--- src/rtl/instr_encoder.sv ---
// rtl/instr_encoder.sv - RV32 field-level instruction encoder with sequential-address output FIFO
// Optional feature: define INSTR_ENCODER_RANGE_CHECK_EN to reject misaligned and out-of-range immediates.
module instr_encoder #(
  parameter logic [31:0] BASE_ADDR  = 32'h0000_0000,
  parameter int          FIFO_DEPTH = 4
) (
  input  logic        clk_i,
  input  logic        rst_ni,
  input  logic        flush_i,
  input  logic        req_valid_i,
  output logic        req_ready_o,
  input  logic [2:0]  req_fmt_i,
  input  logic [6:0]  req_opcode_i,
  input  logic [4:0]  req_rd_i,
  input  logic [4:0]  req_rs1_i,
  input  logic [4:0]  req_rs2_i,
  input  logic [2:0]  req_funct3_i,
  input  logic [6:0]  req_funct7_i,
  input  logic [31:0] req_imm_i,
  output logic        wr_valid_o,
  input  logic        wr_ready_i,
  output logic [31:0] wr_addr_o,
  output logic [31:0] wr_data_o,
  output logic        err_o,
  output logic [1:0]  err_code_o
);

  localparam int PTR_W = $clog2(FIFO_DEPTH);
  localparam logic [PTR_W:0]   FULL_COUNT = (PTR_W+1)'(FIFO_DEPTH);
  localparam logic [PTR_W-1:0] PTR_ONE    = 1;

  localparam logic [2:0] FMT_R = 3'd0;
  localparam logic [2:0] FMT_I = 3'd1;
  localparam logic [2:0] FMT_S = 3'd2;
  localparam logic [2:0] FMT_B = 3'd3;
  localparam logic [2:0] FMT_U = 3'd4;
  localparam logic [2:0] FMT_J = 3'd5;

  localparam logic [1:0] ERR_FMT   = 2'd0;
  localparam logic [1:0] ERR_ALIGN = 2'd1;
  localparam logic [1:0] ERR_RANGE = 2'd2;

  logic [31:0] word;
  logic        fmt_illegal;
  logic        bad;
  logic [1:0]  bad_code;

  always_comb begin
    word = 32'h0;
    case (req_fmt_i)
      FMT_R: word = {req_funct7_i, req_rs2_i, req_rs1_i, req_funct3_i, req_rd_i, req_opcode_i};
      FMT_I: word = {req_imm_i[11:0], req_rs1_i, req_funct3_i, req_rd_i, req_opcode_i};
      FMT_S: word = {req_imm_i[11:5], req_rs2_i, req_rs1_i, req_funct3_i,
                     req_imm_i[4:0], req_opcode_i};
      FMT_B: word = {req_imm_i[12], req_imm_i[10:5], req_rs2_i, req_rs1_i, req_funct3_i,
                     req_imm_i[4:1], req_imm_i[11], req_opcode_i};
      FMT_U: word = {req_imm_i[31:12], req_rd_i, req_opcode_i};
      FMT_J: word = {req_imm_i[20], req_imm_i[10:1], req_imm_i[11], req_imm_i[19:12],
                     req_rd_i, req_opcode_i};
      default: word = 32'h0;
    endcase
  end

  assign fmt_illegal = req_fmt_i[2] & req_fmt_i[1];

`ifdef INSTR_ENCODER_RANGE_CHECK_EN
  logic misaligned;
  logic out_of_range;

  // A value fits an N-bit signed field when every bit above N-2 equals the sign bit.
  always_comb begin
    misaligned   = 1'b0;
    out_of_range = 1'b0;
    case (req_fmt_i)
      FMT_I, FMT_S: out_of_range = !(&req_imm_i[31:11] | ~|req_imm_i[31:11]);
      FMT_B: begin
        misaligned   = req_imm_i[0];
        out_of_range = !(&req_imm_i[31:12] | ~|req_imm_i[31:12]);
      end
      FMT_J: begin
        misaligned   = req_imm_i[0];
        out_of_range = !(&req_imm_i[31:20] | ~|req_imm_i[31:20]);
      end
      FMT_U: misaligned = |req_imm_i[11:0];
      default: begin
        misaligned   = 1'b0;
        out_of_range = 1'b0;
      end
    endcase
  end

  always_comb begin
    bad      = 1'b0;
    bad_code = ERR_FMT;
    if (fmt_illegal) begin
      bad      = 1'b1;
      bad_code = ERR_FMT;
    end else if (misaligned) begin
      bad      = 1'b1;
      bad_code = ERR_ALIGN;
    end else if (out_of_range) begin
      bad      = 1'b1;
      bad_code = ERR_RANGE;
    end
  end
`else
  logic [1:0] unused_codes;
  assign unused_codes = ERR_ALIGN | ERR_RANGE;
  assign bad          = fmt_illegal;
  assign bad_code     = ERR_FMT & ~unused_codes;
`endif

  logic [31:0]      addr_mem [FIFO_DEPTH];
  logic [31:0]      data_mem [FIFO_DEPTH];
  logic [PTR_W-1:0] wr_ptr;
  logic [PTR_W-1:0] rd_ptr;
  logic [PTR_W:0]   count;
  logic [31:0]      next_addr;
  logic             full;
  logic             empty;
  logic             accept;
  logic             push;
  logic             pop;
  logic             err_q;
  logic [1:0]       err_code_q;

  assign full        = (count == FULL_COUNT);
  assign empty       = (count == '0);
  assign req_ready_o = !full & !flush_i;
  assign accept      = req_valid_i & req_ready_o;
  assign push        = accept & !bad;
  assign pop         = !empty & wr_ready_i;

  assign wr_valid_o  = !empty;
  assign wr_addr_o   = addr_mem[rd_ptr];
  assign wr_data_o   = data_mem[rd_ptr];
  assign err_o       = err_q;
  assign err_code_o  = err_code_q;

  // Storage is reset too so the head register reads zero out of reset.
  always_ff @(posedge clk_i or negedge rst_ni) begin
    if (!rst_ni) begin
      for (int i = 0; i < FIFO_DEPTH; i++) begin
        addr_mem[i] <= '0;
        data_mem[i] <= '0;
      end
    end else if (push) begin
      addr_mem[wr_ptr] <= next_addr;
      data_mem[wr_ptr] <= word;
    end
  end

  always_ff @(posedge clk_i or negedge rst_ni) begin
    if (!rst_ni) begin
      wr_ptr    <= '0;
      rd_ptr    <= '0;
      count     <= '0;
      next_addr <= BASE_ADDR;
    end else if (flush_i) begin
      wr_ptr    <= '0;
      rd_ptr    <= '0;
      count     <= '0;
      next_addr <= BASE_ADDR;
    end else begin
      if (push) begin
        wr_ptr    <= wr_ptr + PTR_ONE;
        next_addr <= next_addr + 32'd4;
      end
      if (pop) begin
        rd_ptr <= rd_ptr + PTR_ONE;
      end
      case ({push, pop})
        2'b10:   count <= count + 1'b1;
        2'b01:   count <= count - 1'b1;
        default: count <= count;
      endcase
    end
  end

  always_ff @(posedge clk_i or negedge rst_ni) begin
    if (!rst_ni) begin
      err_q      <= 1'b0;
      err_code_q <= 2'd0;
    end else if (flush_i) begin
      err_q <= 1'b0;
    end else begin
      err_q <= accept & bad;
      if (accept & bad) begin
        err_code_q <= bad_code;
      end
    end
  end

endmodule

--- config.mk ---
export PLATFORM = sky130hd
export DESIGN_NAME = instr_encoder
export DESIGN_NICKNAME = d
export VERILOG_FILES = /design/src/rtl/instr_encoder.sv
export SDC_FILE = /design/constraint.sdc
export NUM_CORES = 1
export LEC_CHECK = 0
export BUFFER_PORTS_ARGS = -buffer_cell sky130_fd_sc_hd__buf_2
export CORE_MARGIN = 8
export CORE_UTILIZATION = 45
export DETAILED_ROUTE_END_ITERATION = 8
export PLACE_DENSITY = 0.62
export SETUP_SLACK_MARGIN = 0.05
export SLEW_MARGIN = 15
export SYNTH_ARGS = -nofsm -noshare
export SYNTH_HDL_FRONTEND = slang
export SYNTH_SLANG_ARGS = --single-unit
--- constraint.sdc ---
create_clock -name clk_i -period 4.1 [get_ports clk_i]
set_clock_uncertainty 0.05 [all_clocks]
set_input_delay 0.205 -clock clk_i [delete_from_list [all_inputs] [get_ports clk_i]]
set_output_delay 0.205 -clock clk_i [all_outputs]
set_load 0.05 [all_outputs]
# After elaboration in Yosys (flattened, before gate mapping)
# Index checks and enable logic that the tools add are counted.
[totals]
reg_bits = 296
input_bits = 72
out_inout_bits = 69
[op_classes]
add_sub_neg = 5
magnitude_cmp = 3
eq_ne = 8
muxes = 20
n_bitwise = 8
n_reduce_logical = 10
[op_table]
columns = ["cell", "n"]
rows = [
  ["128-bit bitwise mux", 2],
  ["32-bit 2-to-1 mux", 7],
  ["32-bit case mux with 6 select lines", 1],
  ["32-bit binary-select mux with 2-bit select", 2],
  ["32-bit demux with 2-bit select", 1],
  ["32-bit by 3-bit adder with 32-bit output (second input constant)", 1],
  ["3-bit equality test (second input constant)", 3],
  ["2-bit 2-to-1 mux", 4],
  ["1-bit bitwise AND", 6],
  ["3-bit by 2-bit equality test with 1-bit output (second input constant)", 2],
  ["3-bit greater-or-equal comparator (second input constant)", 2],
  ["3-bit zero test", 2],
  ["2-bit inverter with 3-bit output", 2],
  ["3-bit case mux with 2 select lines", 1],
  ["2-bit by 1-bit adder with 2-bit output (second input constant)", 2],
  ["1-bit zero test", 4],
  ["2-bit nonzero test", 2],
  ["3-bit by 1-bit adder with 3-bit output (second input constant)", 1],
  ["3-bit by 1-bit equality test with 1-bit output (second input constant)", 1],
  ["3-bit by 1-bit < comparator with 1-bit output (second input constant)", 1],
  ["3-bit 2-to-1 mux", 1],
  ["3-bit nonzero test", 1],
  ["3-bit by 1-bit subtractor with 3-bit output (second input constant)", 1],
  ["2-bit by 1-bit equality test with 1-bit output (second input constant)", 1],
  ["other kinds (3)", 3],
]

# Longest topological paths before layout
[depth]
word_depth = 8
mapped_depth = 8

# Worst setup path after synthesis
# Ideal clock, no wire load.
[synth_timing]
path_kind = "register to register"
from = "reg count[1]"
to = "reg count[2]"
setup_time_ns = 0.125
arrival_time_ns = 1.976
setup_slack_ns = 1.949
path_stages_with_launch = 7
period_less_slack_ns = 2.151
cell_sequence = "dfrtp_1 or3b_1 buf_2 a31oi_2 fa_1 mux2i_1 mux2_2"
[synth_between]
elab_chain_cells = 8
[synth_rtl]
columns = ["element", "line_no", "text"]
rows = [
  ["from (decl)", "117", "logic [PTR_W:0] count;"],
  ["from (signal assigned)", "173", "2'b10: count <= count + 1'b1;"],
  ["from (signal assigned)", "174", "2'b01: count <= count - 1'b1;"],
  ["from (signal assigned)", "175", "default: count <= count;"],
  ["3-bit equality test", "127", "assign full = (count == FULL_COUNT);"],
  ["1-bit zero test", "129", "assign req_ready_o = !full & !flush_i;"],
  ["1-bit bitwise AND", "129", ""],
  ["1-bit bitwise AND", "130", "assign accept = req_valid_i & req_ready_o;"],
  ["1-bit bitwise AND", "131", "assign push = accept & !bad;"],
  ["2-bit by 1-bit equality test with 1-bit output / 2-bit equality test (equally long branches)", "172", "case ({push, pop})"],
  ["3-bit case mux with 2 select lines", "172", ""],
  ["3-bit 2-to-1 mux", "159", "end else if (flush_i) begin"],
]
# Parallel ways exist; a longest one is shown, timed or not.
# A chain may end at the register's enable or synchronous reset.

# Worst setup path after layout
[layout_timing]
from = "reg rd_ptr[0]"
to = "out wr_addr_o[17]"
[layout_between]
elab_chain_cells = 4
[layout_rtl]
columns = ["element", "line_no", "text"]
rows = [
  ["from (decl)", "116", "logic [PTR_W-1:0] rd_ptr;"],
  ["from (signal assigned)", "170", "rd_ptr <= rd_ptr + PTR_ONE;"],
  ["2-bit inverter with 3-bit output (not written as such)", "135", "assign wr_addr_o = addr_mem[rd_ptr];"],
  ["32-bit binary-select mux with 2-bit select", "135", ""],
  ["32-bit 2-to-1 mux (not written as such) (2 in a row)", "135", ""],
  ["to (decl)", "22", "output logic [31:0] wr_addr_o,"],
]
# No other way between the ends. The select of a mux whose other input is x is not followed.

==> flow_summary.yaml <==
status:
  status: "finished, final reports clean"
grt:
  grt_pass1_wl_um: 49900
  grt_max_degree: 129
  antenna_found_initial: 0
  groute.usage.overall: 0.169
  grt_pass1_vias: 8908
  overflow: 0
power_and_ir_drop:
  p_switching_uw: 2870
  powerDensity_mw_per_mm2: 554
  ir_drop_v: 0.000321
  p_leak_uw: 0.00726
  internal_power_uw: 5700
  switching_share: 0.335
  clkPwrFrac: 0.311
  power_frac_comb: 0.282
  power_frac_seq: 0.407
min_path:
  hp-class: "in2reg"
yosys:
  ys_top_cells_by_area: "dfrtp_1, mux2_2, mux4_2, o21ai_0, nand2_1"
  yosysMostFrequentCell: "dfrtp_1"
  avgSynthCellArea_um2: 13.6
  synthFlopType: "dfrtp_1"
  synth_top_area_share: 0.533
  synth_cell_type_count: 49
  yosys.area.top_type: "dfrtp_1"
  synth_edf_count: 0
  ys_ff_latch: 286
  seq_area_frac_synth: 0.533
  synthCells: 990
  yosysWarningCount: 0
  async_flop_share: 1.00
  synth_area_mm2: 0.0134
  ys_top_cells_by_count: "dfrtp_1, mux2_2, nand2_1, o21ai_0, mux4_2"
finish:
  drive_gt1_frac: 0.426
  final_nets: 1191
  area_growth_syn_to_layout_pct: 15.1
  final_area_mm2: 0.0155
  n_antenna_cell: 0
detailed_routing:
  totalWireLength_um: 29900
  postRouteAntennaNets: 0
  route.vias.total: 8385
  first_pass_iters: 4
  vias_per_cell: 5.51
  drc: 0
  post_drt_wl_per_cell_um: 19.6
  drt_iter0_drc: 422
worst_setup_path:
  cp-end-kind: "output port"
  critPathKind: "reg2out"
  crit_required_ns: 3.85
  crit_path_start_kind: "flip-flop"
  cp.arrival_ns: 2.67
  worst-path-max-fanout: 31
timing:
  worst_pin_slew_ns: 0.980
  hold_viol: 0
  rsz0062_at_grt: "no"
  layout_min_cycle_time_ns: 2.92
  relSlewSlack: 0.345
  fmax_mhz: 342
  slew_viol_final: 0
  tns_ns: 0
  setup_violations: 0
  period_share: 0.713
clock_tree:
  cts_tree: "done"
  root_buffer: "clkbuf_16"
  clk_latency_ns: 0.55
  h-tree-depth: 1
  cts_setup_buffers: 0
  cts_made_buffers: 31
  clock-sinks: 286
  cts.reportedPaths.clkPinSlew_ns: 0.06
  clockBufferDepth: 3
floorplanning:
  io_pins: 141
  placeableCoreArea_mm2: 0.0296
  die_area_mm2: 0.0356
  start_util: 0.454
  die_x_um: 189
  rows: 63
  fp.dieH_um: 189
placement:
  globalplace.congestion: 0.758
  port_buffers: 136
  dpl-instance-area_mm2: 0.0143
  dp_hpwl_um: 19600
job:
  drv_cap: 0
==> placed cells by master, fill, tap and decap left out, types with 8 or more instances in the layout <==
cell / Yosys / routed
a22oi_1: 8 / 8
mux2_2: 210 / 210
dlygate4sd3_1: 0 / 15
buf_4: 19 / 14
nand2_1: 75 / 75
o31ai_1: 14 / 14
nor2_1: 18 / 18
mux4_2: 62 / 62
mux2i_1: 9 / 9
nand3_1: 8 / 8
buf_2: 33 / 135
o21ai_0: 68 / 68
clkbuf_8: 0 / 8
dfrtp_1: 286 / 284
clkbuf_1: 22 / 8
nor2b_1: 25 / 25
or4_1: 13 / 13
clkbuf_16: 0 / 31
nand4_1: 11 / 11
a21oi_1: 29 / 29
==> sequential cells by signal (all words and copies together) (netlist names) <==
| signal | count |
|---|---|
| wr_ptr | 2 |
| data_mem | 128 |
| count | 3 |
| err_o | 1 |
| addr_mem | 120 |
| next_addr | 30 |
| rd_ptr | 2 |
==> area by class of cell <==
class                           count  area [µm²]
Fill cell                        2527       14100
Sequential cell                   286        7160
Multi-Input combinational cell    619        5820
Timing Repair Buffer              168        1010
Clock buffer                       47         916
Tap cell                          390         488
Clock inverter                      5        53.8
Inverter                            7        26.3
==> routing by layer <==
layer  GRT usage  routed length, µm  part of all wire
met1       0.241              14200              0.48
met2       0.266              13800              0.46
met3      0.0301               1450             0.048
met4      0.0358                442             0.015
met5           0                  0                 0
==> critical path, cell delays in order (launching register included) <==
cell and delay [ns]:
dfrtp_4 0.82, buf_4 0.46, mux4_2 0.57, buf_2 0.23
==> per-stage QoR <==
step	util	std cells	hold WS (ns)	setup slack, ns	power, µW
after floorplan	-	993	-0.141	1.95	5410
after global placement	0.485	1455	0.356	1.66	5950
after detailed placement	0.485	1455	0.357	1.59	5990
after CTS	0.523	1522	0.00604	1.07	8690
after global routing	0.523	1522	0.0410	0.957	8990
final	0.523	1522	0.0341	1.18	8570
==> repair_timing <==
| action | 4_1_cts | 5_1_grt |
|---|---|---|
| hold buffers | 15 | 0 |
| endpoints found under the hold margin | 178 | 0 |
| resized for setup | 0 | 0 |
==> power groups by stage <==
stage / logic, µW / registers [µW] / clock network [µW]
floorplan: 2040 / 3370 / 0
global placement: 2420 / 3530 / 0
detailed placement: 2450 / 3550 / 0
CTS: 2460 / 3500 / 2730
global route: 2580 / 3560 / 2860
finish: 2420 / 3490 / 2670
==> path summary, 6_finish.rpt <==
check,startpoint,to,slack [ns],depth (start not counted)
worst max-delay path,rd_ptr[0],wr_addr_o[17],1.18,3
worst min-delay path,req_rd_i[3],data_mem[10],0.03,3
worst max register to register,count[1],next_addr[23],1.57,4
worst min register to register,data_mem[81],data_mem[81],0.43,2
max in group asynchronous,rst_ni,addr_mem[77],2.73,3
min in group asynchronous,rst_ni,data_mem[79],0.32,2
==> cells by family (layout without fill, tap and decap cells) <==
logic type / count (synthesis) / after routing / share of synthesized area
muxes: 283 / 283 / 0.288
DFF: 286 / 286 / 0.533
other: 1 / 4 / 0.000279
adders and majority gates: 6 / 6 / 0.00615
AOI/OAI and AO/OA: 135 / 135 / 0.0593
buffers and inverters: 88 / 227 / 0.0352
and+or+nand+nor: 186 / 186 / 0.0747
xor gates and xnor gates: 5 / 5 / 0.00326
Power figures use the tool's default switching activity.
